File: src/rtl/keystroke_event_scanner.sv
// keystroke_event_scanner: synchronises and debounces raw key lines, turns every
// debounced edge into a {key, direction} event and queues it in an FWFT FIFO.
module keystroke_event_scanner #(
  parameter int NUM_KEYS        = 12,
  parameter int DEBOUNCE_CYCLES = 16,
  parameter int FIFO_DEPTH      = 8,
  localparam int KEY_W = $clog2(NUM_KEYS),
  localparam int LVL_W = $clog2(FIFO_DEPTH + 1),
  localparam int CNT_W = $clog2(DEBOUNCE_CYCLES + 1)
) (
  input  logic                clk_raw,
  input  logic                rst_n,
  input  logic [NUM_KEYS-1:0] keystroke,
  output logic [NUM_KEYS-1:0] key_state,
  output logic                evt_valid,
  input  logic                evt_ready,
  output logic [KEY_W-1:0]    evt_key,
  output logic                evt_press,
  output logic [LVL_W-1:0]    fifo_level,
  output logic                evt_overflow,
  input  logic                clr_overflow
);

  localparam int PTR_W = $clog2(FIFO_DEPTH);
  localparam int EVT_W = KEY_W + 1;

  logic [NUM_KEYS-1:0] sync_a;
  logic [NUM_KEYS-1:0] sync_b;
  logic [CNT_W-1:0]    db_cnt [NUM_KEYS];
  logic [NUM_KEYS-1:0] toggle;
  logic [NUM_KEYS-1:0] pending;
  logic [NUM_KEYS-1:0] sel_onehot;
  logic [NUM_KEYS-1:0] grant;
  logic [KEY_W-1:0]    sel_idx;
  logic                sel_found;
  logic                sel_state;
  logic                fifo_full;
  logic                do_push;
  logic                do_pop;
  logic                set_ovf;
  logic [EVT_W-1:0]    mem [FIFO_DEPTH];
  logic [EVT_W-1:0]    head;
  logic [PTR_W-1:0]    wr_ptr;
  logic [PTR_W-1:0]    rd_ptr;

  always_ff @(posedge clk_raw or negedge rst_n) begin
    if (!rst_n) begin
      sync_a <= '0;
      sync_b <= '0;
    end else begin
      sync_a <= keystroke;
      sync_b <= sync_a;
    end
  end

  // A key flips on the edge its mismatch run would reach DEBOUNCE_CYCLES.
  always_comb begin
    toggle = '0;
    for (int i = 0; i < NUM_KEYS; i++) begin
      toggle[i] = (sync_b[i] != key_state[i]) &&
                  (db_cnt[i] == CNT_W'(DEBOUNCE_CYCLES - 1));
    end
  end

  always_ff @(posedge clk_raw or negedge rst_n) begin
    if (!rst_n) begin
      for (int i = 0; i < NUM_KEYS; i++) db_cnt[i] <= '0;
      key_state <= '0;
    end else begin
      for (int i = 0; i < NUM_KEYS; i++) begin
        if ((sync_b[i] == key_state[i]) || toggle[i]) db_cnt[i] <= '0;
        else db_cnt[i] <= db_cnt[i] + CNT_W'(1);
      end
      key_state <= key_state ^ toggle;
    end
  end

  always_comb begin
    sel_found  = 1'b0;
    sel_idx    = '0;
    sel_onehot = '0;
    for (int i = NUM_KEYS - 1; i >= 0; i--) begin
      if (pending[i]) begin
        sel_found  = 1'b1;
        sel_idx    = KEY_W'(i);
        sel_onehot = '0;
        sel_onehot[i] = 1'b1;
      end
    end
  end

  assign sel_state = |(key_state & sel_onehot);
  assign fifo_full = (fifo_level == LVL_W'(FIFO_DEPTH));
  assign do_pop    = evt_valid && evt_ready;
  assign do_push   = sel_found && (!fifo_full || do_pop);
  assign grant     = do_push ? sel_onehot : '0;

  // A key granted this cycle has already left, so a fresh toggle starts a new event.
  assign set_ovf = |(pending & ~grant & toggle);

  always_ff @(posedge clk_raw or negedge rst_n) begin
    if (!rst_n) begin
      pending      <= '0;
      evt_overflow <= 1'b0;
    end else begin
      pending <= (pending & ~grant) ^ toggle;
      if (set_ovf) evt_overflow <= 1'b1;
      else if (clr_overflow) evt_overflow <= 1'b0;
    end
  end

  always_ff @(posedge clk_raw) begin
    if (do_push) mem[wr_ptr] <= {sel_idx, sel_state};
  end

  always_ff @(posedge clk_raw or negedge rst_n) begin
    if (!rst_n) begin
      wr_ptr     <= '0;
      rd_ptr     <= '0;
      fifo_level <= '0;
    end else begin
      if (do_push) wr_ptr <= wr_ptr + PTR_W'(1);
      if (do_pop)  rd_ptr <= rd_ptr + PTR_W'(1);
      case ({do_push, do_pop})
        2'b10:   fifo_level <= fifo_level + LVL_W'(1);
        2'b01:   fifo_level <= fifo_level - LVL_W'(1);
        default: fifo_level <= fifo_level;
      endcase
    end
  end

  assign evt_valid = (fifo_level != '0);
  assign head      = evt_valid ? mem[rd_ptr] : '0;
  assign evt_key   = head[EVT_W-1:1];
  assign evt_press = head[0];

endmodule

File: config.mk
export PLATFORM = sky130hd
export DESIGN_NAME = keystroke_event_scanner
export DESIGN_NICKNAME = d
export VERILOG_FILES = /design/src/rtl/keystroke_event_scanner.sv
export SDC_FILE = /design/constraint.sdc
export NUM_CORES = 1
export LEC_CHECK = 0
export BUFFER_PORTS_ARGS = -buffer_cell sky130_fd_sc_hd__clkbuf_2
export CAP_MARGIN = 15
export CORE_MARGIN = 5
export CORE_UTILIZATION = 40
export CTS_BUF_LIST = sky130_fd_sc_hd__clkbuf_2 sky130_fd_sc_hd__clkbuf_4 sky130_fd_sc_hd__clkbuf_8
export DETAILED_ROUTE_END_ITERATION = 6
export GPL_TIMING_DRIVEN = 0
export SYNTH_ARGS = -nofsm -noshare
export SYNTH_HDL_FRONTEND = slang
export SYNTH_SLANG_ARGS = --single-unit
export TNS_END_PERCENT = 100
File: constraint.sdc
create_clock -name clk_raw -period 3 [get_ports clk_raw]
set_input_delay 0.15 -clock clk_raw [delete_from_list [all_inputs] [get_ports clk_raw]]
set_output_delay 0.15 -clock clk_raw [all_outputs]
set_load 0.1 [all_outputs]
# Word-level counts from Yosys, hierarchy flattened
# Memory sizes are Yosys's and may differ from the RTL's.
# Cells that the tools add are included.
[word_totals]
ram_bits = 40
regBits = 119
n_memories = 1
out_inout_bits = 23
word_cells = 170
[op_classes]
eq_ne = 39
mux = 55
n_addsub = 16
n_reduce_logical = 33
bitwise_logic = 6
[memory_table]
columns = ["name", "words", "word_bits", "read_ports", "rd_ports_with_merged_regs", "wr", "line_no", "source"]
rows = [
  ["mem", 8, 5, 1, 0, 1, "41", "logic [EVT_W-1:0] mem [FIFO_DEPTH];"],
]
[ops]
columns = ["operator", "n"]
rows = [
  ["12-bit two-way mux", 13],
  ["5-bit two-way mux", 13],
  ["5-bit by 1-bit adder with 5-bit output, second input constant", 12],
  ["5-bit by 4-bit equality test with 1-bit output, second input constant", 12],
  ["4-bit two-way mux", 12],
  ["12-bit AND", 3],
  ["12-bit OR reduction", 2],
  ["12-bit bitwise XOR", 2],
  ["1-bit two-way mux", 16],
  ["1-bit logical AND", 14],
  ["1-bit logical OR", 13],
  ["1-bit equality test", 12],
  ["1-bit inequality test", 12],
  ["12-bit inverter", 1],
  ["4-bit case mux with 2 select lines", 1],
  ["3-bit by 1-bit adder with 3-bit output, second input constant", 2],
  ["4-bit by 1-bit adder with 4-bit output, second input constant", 1],
  ["4-bit equality test, second input constant", 1],
  ["2-bit nonzero test", 2],
  ["4-bit nonzero test", 1],
  ["4-bit by 1-bit subtractor with 4-bit output, second input constant", 1],
  ["2-bit by 1-bit equality test with 1-bit output, second input constant", 1],
  ["2-bit equality test, second input constant", 1],
  ["1-bit zero test", 1],
]

# Depth between registers and ports, before layout
# Gate-level depths: netlist of run 1.
[logic_depth]
depth_word = 19
mapped_depth = 9

# Worst setup path after synthesis of run 1
# Ideal clock, no wire load.
[synth_timing]
kind = "register to output"
from = "reg fifo_level[0]"
to = "out evt_key[0]"
path_stages_with_launch = 4
t_required_ns = 2.850
slack_ns = 0.185
path_buffers = 0
arrival_ns = 2.665
path_cell_list = "dfrtp_1 -> or3_4 -> nor2_1 -> nor2_1"
[synth_between]
elab_chain_len = 2
[synth_rtl]
columns = ["element", "line_no", "source"]
rows = [
  ["from (decl)", "19", "output logic [LVL_W-1:0] fifo_level,"],
  ["from (signal assigned)", "125", "2'b10: fifo_level <= fifo_level + LVL_W'(1);"],
  ["from (signal assigned)", "126", "2'b01: fifo_level <= fifo_level - LVL_W'(1);"],
  ["from (signal assigned)", "127", "default: fifo_level <= fifo_level;"],
  ["4-bit nonzero test", "132", "assign evt_valid = (fifo_level != '0);"],
  ["5-bit two-way mux", "133", "assign head = evt_valid ? mem[rd_ptr] : '0;"],
  ["to (decl)", "17", "output logic [KEY_W-1:0] evt_key,"],
]
# No other way between the ends.

# Worst setup path after layout of run 1
[layout_timing]
from = "reg pending[8]"
to = "reg fifo_level[3]"
[layout_between]
elab_chain_len = 12
word_cells_on_any_way = 14
classes_between = "eq/ne (2); mux (10); reduce/logical (2)"
[layout_rtl]
columns = ["element", "line_no", "source"]
rows = [
  ["from (decl)", "31", "logic [NUM_KEYS-1:0] pending;"],
  ["from (signal assigned)", "106", "pending <= (pending & ~grant) ^ toggle;"],
  ["1-bit two-way mux (*) (9 in a row)", "83", "if (pending[i]) begin"],
  ["1-bit logical AND (*)", "95", "assign do_push = sel_found && (!fifo_full || do_pop);"],
  ["2-bit by 1-bit equality test with 1-bit output / 2-bit equality test (equally long branches)", "124", "case ({do_push, do_pop})"],
  ["4-bit case mux with 2 select lines / 2-bit nonzero test (equally long branches)", "-", ""],
]
# Mark *: on every way between the ends. The rest lies on a longest branch, timed or not.
# A chain may end at the register's enable or synchronous reset.

==> flow_metrics.py, run 1 <==
metrics = {
    "status": {
        "outcome": "finished clean",
    },
    "routing": {
        "wirelength_um": 11400,
        "post-route-drc-count": 0,
        "detailedRoute.firstIterationViolations": 231,
        "antenna_violating_nets_post_route": 0,
        "drt-met1-wl_um": 5080,
        "highest_layer": "met4",
        "vias_per_cell": 4.76,
        "detailroute.via_count": 3943,
        "met3_length_um": 537,
        "dr_wl_met2_um": 5620,
        "routedWlPerCell_um": 13.8,
        "detail_route.first_pass.iterations": 4,
    },
    "final_layout": {
        "finish.net_count": 654,
        "nFillCells": 1503,
        "multi_input_combinational_cell_area_mm2": 0.00244,
        "finalCoreUtilization_pct": 47.4,
        "layout.cells.most_common": "sky130_fd_sc_hd__dfrtp_1",
        "layout-drive-gt1-share_pct": 16.7,
        "layout_common_cells": "119 x sky130_fd_sc_hd__dfrtp_1, 80 x sky130_fd_sc_hd__nor2_1, 40 x sky130_fd_sc_hd__ha_1, 40 x sky130_fd_sc_hd__edfxtp_1, 39 x sky130_fd_sc_hd__inv_1",
        "synthToLayoutAreaGrowth_pct": 16.0,
        "area.sequential_mm2": 0.00418,
        "final_cell_count_no_fill": 829,
        "antenna_cells_inserted": 0,
    },
    "die": {
        "placement_rows": 47,
        "core_area_mm2": 0.0166,
        "die_area_mm2": 0.0197,
        "initial_util_pct": 40.9,
        "die_y_um": 140,
        "chipWidth_um": 140,
        "io_pins": 39,
    },
    "critical_path": {
        "worst-endpoint-arrival_ns": 2.96,
        "critPathLaunchType": "flop",
        "rr_worst_depth": 8,
        "crit_fanout": 6,
        "critical_path.endpoint_type": "flop",
        "required_ns": 3.38,
        "critical_path_class": "flop to flop",
    },
    "synthesis": {
        "netlist_top_cells_area": "sky130_fd_sc_hd__dfrtp_1 44%, sky130_fd_sc_hd__edfxtp_1 18%, sky130_fd_sc_hd__ha_1 7.4%, sky130_fd_sc_hd__nor2_1 4.4%, sky130_fd_sc_hd__mux4_2 3.3%",
        "ys_warn_count": 0,
        "syn_inst": 524,
        "seq_area_frac_synth_pct": 61.5,
        "yosysUniqueCellTypes": 47,
        "syn_nets": 581,
        "postSynth.topFlopCell": "sky130_fd_sc_hd__dfrtp_1",
        "synth_top_area_share_pct": 43.8,
        "asyncSetResetFlopFracSynth_pct": 74.8,
        "synth_area_mm2": 0.00680,
        "ffs_latches_synth": 159,
        "postSynthAreaPerCell_um2": 13.0,
        "synth_area_leader_cell": "sky130_fd_sc_hd__dfrtp_1",
        "synth-edff-count": 40,
    },
    "clock_network": {
        "cts_root_buf": "sky130_fd_sc_hd__clkbuf_8",
        "cts_inserted_buffers": 17,
        "clockBufferDepth": 2,
        "tritoncts": "built",
        "cts.sink_count": 159,
        "clkLatencyLatePin_ns": 0.45,
        "path_clk_slew_ns": 0.08,
        "post-cts-setup-buffers": 0,
        "cts-resized-gates": 0,
        "htreeDepth": 4,
    },
    "pwr": {
        "register_share_of_total_power_pct": 43.0,
        "power.internal_uw": 3730,
        "p_leak_uw": 0.00364,
        "combinationalPowerShare_pct": 26.8,
        "worst_ir_drop_vdd_mv": 0.577,
        "power.switching_fraction_pct": 33.9,
        "pwr_density_cell_mw_per_mm2": 714,
        "power_frac_clock_pct": 30.2,
        "power_switching_uw": 1910,
    },
    "sta": {
        "max_freq_ghz": 0.388,
        "max_slew.worst_pin.slew_ns": 0.808,
        "finalWorstPathRequiredPeriod_ns": 2.58,
        "finalSetupViolCount": 0,
        "setup-tns-final_ns": 0,
        "report.final.slew_viol_count": 0,
        "unrepaired_setup_endpoints_after_global_routing": "no",
        "final_hold_vio_count": 0,
        "relSlewSlack_pct": 45.7,
        "fin_crit_share_pct": 85.9,
        "clock_skew_ns": 0.00976,
    },
    "worst_hold_path": {
        "worstHoldPathType": "primary input to async pin",
    },
    "place": {
        "port_buffers": 38,
        "dp.final_hpwl_um": 8180,
        "gp_routability_congestion": 0.750,
        "numPlacedInstances": 783,
    },
    "global_routing": {
        "grt_pass1_vias": 4151,
        "wire_length_of_the_first_global_routing_pass_um": 19900,
        "grt.total_usage_pct": 12.7,
        "number_of_antenna_violations_at_the_first_check_in_global_routing": 0,
        "grt_max_degree": 113,
        "grt.overflow.total": 0,
    },
    "job": {
        "drv_cap": 0,
    },
}
-- stage by stage --
stage / hold slack [ns] / cell area [µm²] / worst slack, ns / power (µW)
after floorplan: -0.146 / 6800 / 0.185 / 3690
after global routing: 0.0571 / 7890 / 0.269 / 5920
after global placement: 0.258 / 7260 / 0.0142 / 3930
final: 0.0801 / 7890 / 0.424 / 5640
after detailed placement: -0.0176 / 7300 / 0.428 / 3990
after CTS: 0.0416 / 7890 / 0.384 / 5720
-- cell type report --
class | count | area share (%)
inverters | 39 | 1.86
clock inverters | 5 | 1.27
clock buffers | 26 | 4.30
plain buffers | 6 | 0.412
well taps | 220 | 3.49
flip-flops and latches | 159 | 53.0
multi-input cells | 320 | 30.9
repair buffers | 54 | 4.77
-- sequential cells by signal (all words and copies together), names as in the netlist, named ones only --
signal        flops
mem              40
fifo_level        4
sync_b           12
rd_ptr            3
wr_ptr            3
pending          12
sync_a           12
evt_overflow      1
db_cnt           60
-- power by group through the flow --
stage          clock network (µW)  registers, µW  logic [µW]
6_report                     1700           2430        1510
5_1_grt                      1850           2440        1630
4_1_cts                      1760           2430        1530
3_5_place_dp                    0           2470        1520
3_3_place_gp                    0           2460        1470
2_1_floorplan                   0           2650        1050
-- cells by family (layout without fill, tap and decap cells) --
group	Yosys count	count (layout)	share of synthesized area (%)
simple gates	171	171	12.7
compound gates	37	37	3.72
buf+inv	45	130	2.63
flops	159	159	61.5
mux	29	29	6.39
xor+xnor	42	42	5.41
fa+ha+maj	41	41	7.66
-- timing repair --
action                     in CTS  in global routing
hold endpoints to repair      133                  0
setup endpoints to repair       0                  0
hold buffers                   15                  0
-- cells in the mapped netlist, drive strengths merged (2+ instances only) --
library cell  instances
xnor2                17
nand2                17
buf                   3
xor2                 25
o21ai                 8
mux2i                 7
o31a                  2
inv                  39
and2                 13
o41a                  2
nor3                  2
a211oi                2
a31oi                 4
a21oi                 9
nor4                  6
o211ai                3
or3                   3
dfrtp               119
mux4                 10
a21o                  2
mux2                 12
clkbuf                3
and3                 12
a21boi                2
nand2b               16
nor2                 80
nand4                 2
edfxtp               40
nand3                16
ha                   40
-- worst max-delay path, cell delays in order (launching register included) --
cell and delay (ns):
sky130_fd_sc_hd__dfrtp_1 0.44, sky130_fd_sc_hd__nor4_2 0.49, sky130_fd_sc_hd__nand4_1 0.36, sky130_fd_sc_hd__inv_1 0.19, sky130_fd_sc_hd__ha_1 0.25, sky130_fd_sc_hd__a21o_1 0.19
sky130_fd_sc_hd__a21o_1 0.18, sky130_fd_sc_hd__or3_1 0.31, sky130_fd_sc_hd__nand4b_1 0.10
-- final timing paths --
path / from / end / slack [ns]
setup / recovery: pending[8]$_DFF_PN0_ / fifo_level[3]$_DFFE_PN0P_ / 0.42
hold reg to reg: sync_a[2]$_DFF_PN0_ / sync_b[2]$_DFF_PN0_ / 0.35
setup reg to reg: pending[8]$_DFF_PN0_ / fifo_level[3]$_DFFE_PN0P_ / 0.42
max in group asynchronous: rst_n / db_cnt[34]$_DFF_PN0_ / 2.16
hold / removal: rst_n / rd_ptr[1]$_DFFE_PN0P_ / 0.08
min in group clk_raw: keystroke[0] / sync_a[0]$_DFF_PN0_ / 0.34
-- layer usage --
layer	vias to the layer above	global-route usage, %
li1	1931	-
met1	1935	15.6
met2	61	21.1
met3	16	3.65
met4	0	5.51
met5	-	0
(Power assumes the default switching activity.)
==> inputs of run 2 (changes only) <==
--- a/config.mk
+++ b/config.mk
@@ -9,7 +9,7 @@
 export CAP_MARGIN = 15
 export CORE_MARGIN = 5
 export CORE_UTILIZATION = 40
-export CTS_BUF_LIST = sky130_fd_sc_hd__clkbuf_2 sky130_fd_sc_hd__clkbuf_4 sky130_fd_sc_hd__clkbuf_8
+export CTS_BUF_LIST = sky130_fd_sc_hd__clkbuf_16
 export DETAILED_ROUTE_END_ITERATION = 6
 export GPL_TIMING_DRIVEN = 0
 export SYNTH_ARGS = -nofsm -noshare
==> run 2 against run 1 <==
  * Cell count decreased by 0.12%
  * Design area up 1.3%
  * First-iteration DRC count shrank 15%
  * Via count increased by 0.63%
  * Maximum frequency about the same
  * Sequential share of layout area decreased by 0.70 points
  * Largest cell class unchanged
  * Largest power group unchanged
  * Highest routed layer unchanged
==> flow_metrics.py, run 2 (synthesis gave the netlist of run 1 again) <==
metrics = {
    "routing": {
        "highest_layer": "met4",
        "dr_wl_met2_um": 5710,
        "detail_route.first_pass.iterations": 4,
        "wirelength_um": 11500,
        "drt-met1-wl_um": 5000,
        "detailedRoute.firstIterationViolations": 196,
        "post-route-drc-count": 0,
        "detailroute.via_count": 3968,
        "routedWlPerCell_um": 13.8,
        "met3_length_um": 523,
        "antenna_violating_nets_post_route": 0,
        "vias_per_cell": 4.79,
    },
    "sta": {
        "clock_skew_ns": 0.00506,
        "report.final.slew_viol_count": 0,
        "fin_crit_share_pct": 85.9,
        "setup-tns-final_ns": 0,
        "finalWorstPathRequiredPeriod_ns": 2.58,
        "finalSetupViolCount": 0,
        "worst_slack_ns": 0.423,
        "max_freq_ghz": 0.388,
        "max_slew.worst_pin.slew_ns": 0.854,
        "final_hold_vio_count": 0,
        "relSlewSlack_pct": 42.6,
        "unrepaired_setup_endpoints_after_global_routing": "no",
    },
    "critical_path": {
        "worst_path_max_delay_cell": "sky130_fd_sc_hd__nor4_2",
        "required_ns": 3.35,
        "crit_fanout": 6,
        "worstPathCellList": "nor4_2 > nand4_1 > inv_1 > ha_1 > a21o_1 > a21o_1 > or3_1 > nand4b_1",
        "critPathLaunchType": "flop",
        "max_incr_delay_on_cp_ns": 0.49,
        "critical_path.endpoint_type": "flop",
        "critical_path_class": "flop to flop",
        "rr_worst_depth": 8,
        "critPathMostFrequentCell": "sky130_fd_sc_hd__a21o_1",
        "worst-endpoint-arrival_ns": 2.93,
    },
    "clock_network": {
        "clkLatencyLatePin_ns": 0.42,
        "path_clk_slew_ns": 0.06,
        "post-cts-setup-buffers": 0,
        "cts.sink_count": 159,
        "htreeDepth": 4,
        "clockBufferDepth": 2,
        "cts_root_buf": "sky130_fd_sc_hd__clkbuf_16",
        "cts_inserted_buffers": 17,
        "cts-resized-gates": 0,
        "tritoncts": "built",
    },
    "final_layout": {
        "layout_common_cells": "119 x sky130_fd_sc_hd__dfrtp_1, 80 x sky130_fd_sc_hd__nor2_1, 42 x sky130_fd_sc_hd__inv_1, 40 x sky130_fd_sc_hd__ha_1, 40 x sky130_fd_sc_hd__edfxtp_1",
        "nFillCells": 1493,
        "finalCoreUtilization_pct": 48.0,
        "register_name_with_the_most_flops": "db_cnt",
        "synthToLayoutAreaGrowth_pct": 17.6,
        "antenna_cells_inserted": 0,
        "design_area_mm2": 0.00800,
        "max_reg_flops": 60,
        "top_regs": "db_cnt: 60 flops, mem: 40 flops",
        "layout-drive-gt1-share_pct": 15.6,
        "layout.cells.most_common": "sky130_fd_sc_hd__dfrtp_1",
        "finish.net_count": 653,
    },
    "place": {
        "postPlaceCellArea_mm2": 0.00730,
        "placement.setup.worst_slack_ns": 0.428,
        "gp_routability_congestion": 0.750,
        "dp.final_hpwl_um": 8180,
        "port_buffers": 38,
    },
    "die": {
        "die_y_um": 140,
        "core_area_mm2": 0.0166,
        "die_area_mm2": 0.0197,
        "initial_util_pct": 40.9,
        "chipWidth_um": 140,
        "io_pins": 39,
        "placement_rows": 47,
    },
    "global_routing": {
        "wire_length_of_the_first_global_routing_pass_um": 19900,
        "grt.overflow.total": 0,
        "grt_max_degree": 113,
        "grt_pass1_vias": 4149,
        "grt.total_usage_pct": 12.8,
        "number_of_antenna_violations_at_the_first_check_in_global_routing": 0,
    },
    "worst_hold_path": {
        "worstHoldPathType": "primary input to flop",
        "whs_path_depth": 4,
    },
    "pwr": {
        "worst_ir_drop_vdd_mv": 0.568,
        "p_leak_uw": 0.00370,
        "power.total_uw": 5960,
        "pwr_density_cell_mw_per_mm2": 745,
    },
    "job": {
        "drv_cap": 0,
    },
    "status": {
        "outcome": "finished clean",
    },
}
-- run 2: cell count changes in the layout (fill, tap and decap cells not counted) --
cell and delta:
sky130_fd_sc_hd__clkbuf_8 -23, sky130_fd_sc_hd__clkbuf_16 +18, sky130_fd_sc_hd__inv_1 +3, sky130_fd_sc_hd__clkbuf_4 -3, sky130_fd_sc_hd__clkinv_1 +4, sky130_fd_sc_hd__bufinv_16 -1
sky130_fd_sc_hd__dlygate4sd3_1 -1, sky130_fd_sc_hd__inv_2 +2
-- run 2: area by class of cell --
cell class / instances / area, µm² / area share (%)
plain buffers: 6 / 32.5 / 0.407
clock buffers: 18 / 450 / 5.63
clock inverters: 13 / 104 / 1.30
inverters: 39 / 146 / 1.83
multi-input cells: 320 / 2440 / 30.5
flip-flops and latches: 159 / 4180 / 52.3
well taps: 220 / 275 / 3.44
repair buffers: 53 / 367 / 4.59
-- run 2: metal layers --
| metal | global-route usage (%) | up-vias |
|---|---|---|
| li1 | - | 1938 |
| met1 | 15.5 | 1950 |
| met2 | 21.1 | 62 |
| met3 | 3.58 | 18 |
| met4 | 6.12 | 0 |
| met5 | 0 | - |
-- run 2: report_power, final --
group	switching [µW]	total (µW)	internal, µW
Clock	782	2020	1240
Combinational	1080	1510	427
Sequential	106	2430	2330
-- run 2: stage by stage --
step / hold WS (ns) / cells
6_report: 0.0679 / 828
5_1_grt: 0.100 / 828
4_1_cts: 0.0404 / 828
3_5_place_dp: -0.0176 / 783
3_3_place_gp: 0.258 / 782
2_1_floorplan: -0.146 / 524
-- run 2: timing repair --
item | in CTS | in global routing
hold endpoints to repair | 132 | 0
hold buffers | 14 | 0
setup endpoints to repair | 0 | 0
-- run 2: worst paths after layout --
check	end	startpoint	slack, ns
max reg2reg	fifo_level[3]$_DFFE_PN0P_	pending[8]$_DFF_PN0_	0.42
max	fifo_level[3]$_DFFE_PN0P_	pending[8]$_DFF_PN0_	0.42
max in group asynchronous	db_cnt[30]$_DFF_PN0_	rst_n	2.11
min in group asynchronous	fifo_level[0]$_DFFE_PN0P_	rst_n	0.12
min reg2reg	sync_b[2]$_DFF_PN0_	sync_a[2]$_DFF_PN0_	0.35
min	rd_ptr[1]$_DFFE_PN0P_	evt_ready	0.07
-- run 2: critical path, delay by kind of cell (launching register included) --
family | cells | cell delay, ns
and+or+nand+nor | 4 | 1.26
AOI/OAI and AO/OA | 2 | 0.37
DFF | 1 | 0.44
buffers and inverters | 1 | 0.19
adders and majority gates | 1 | 0.25
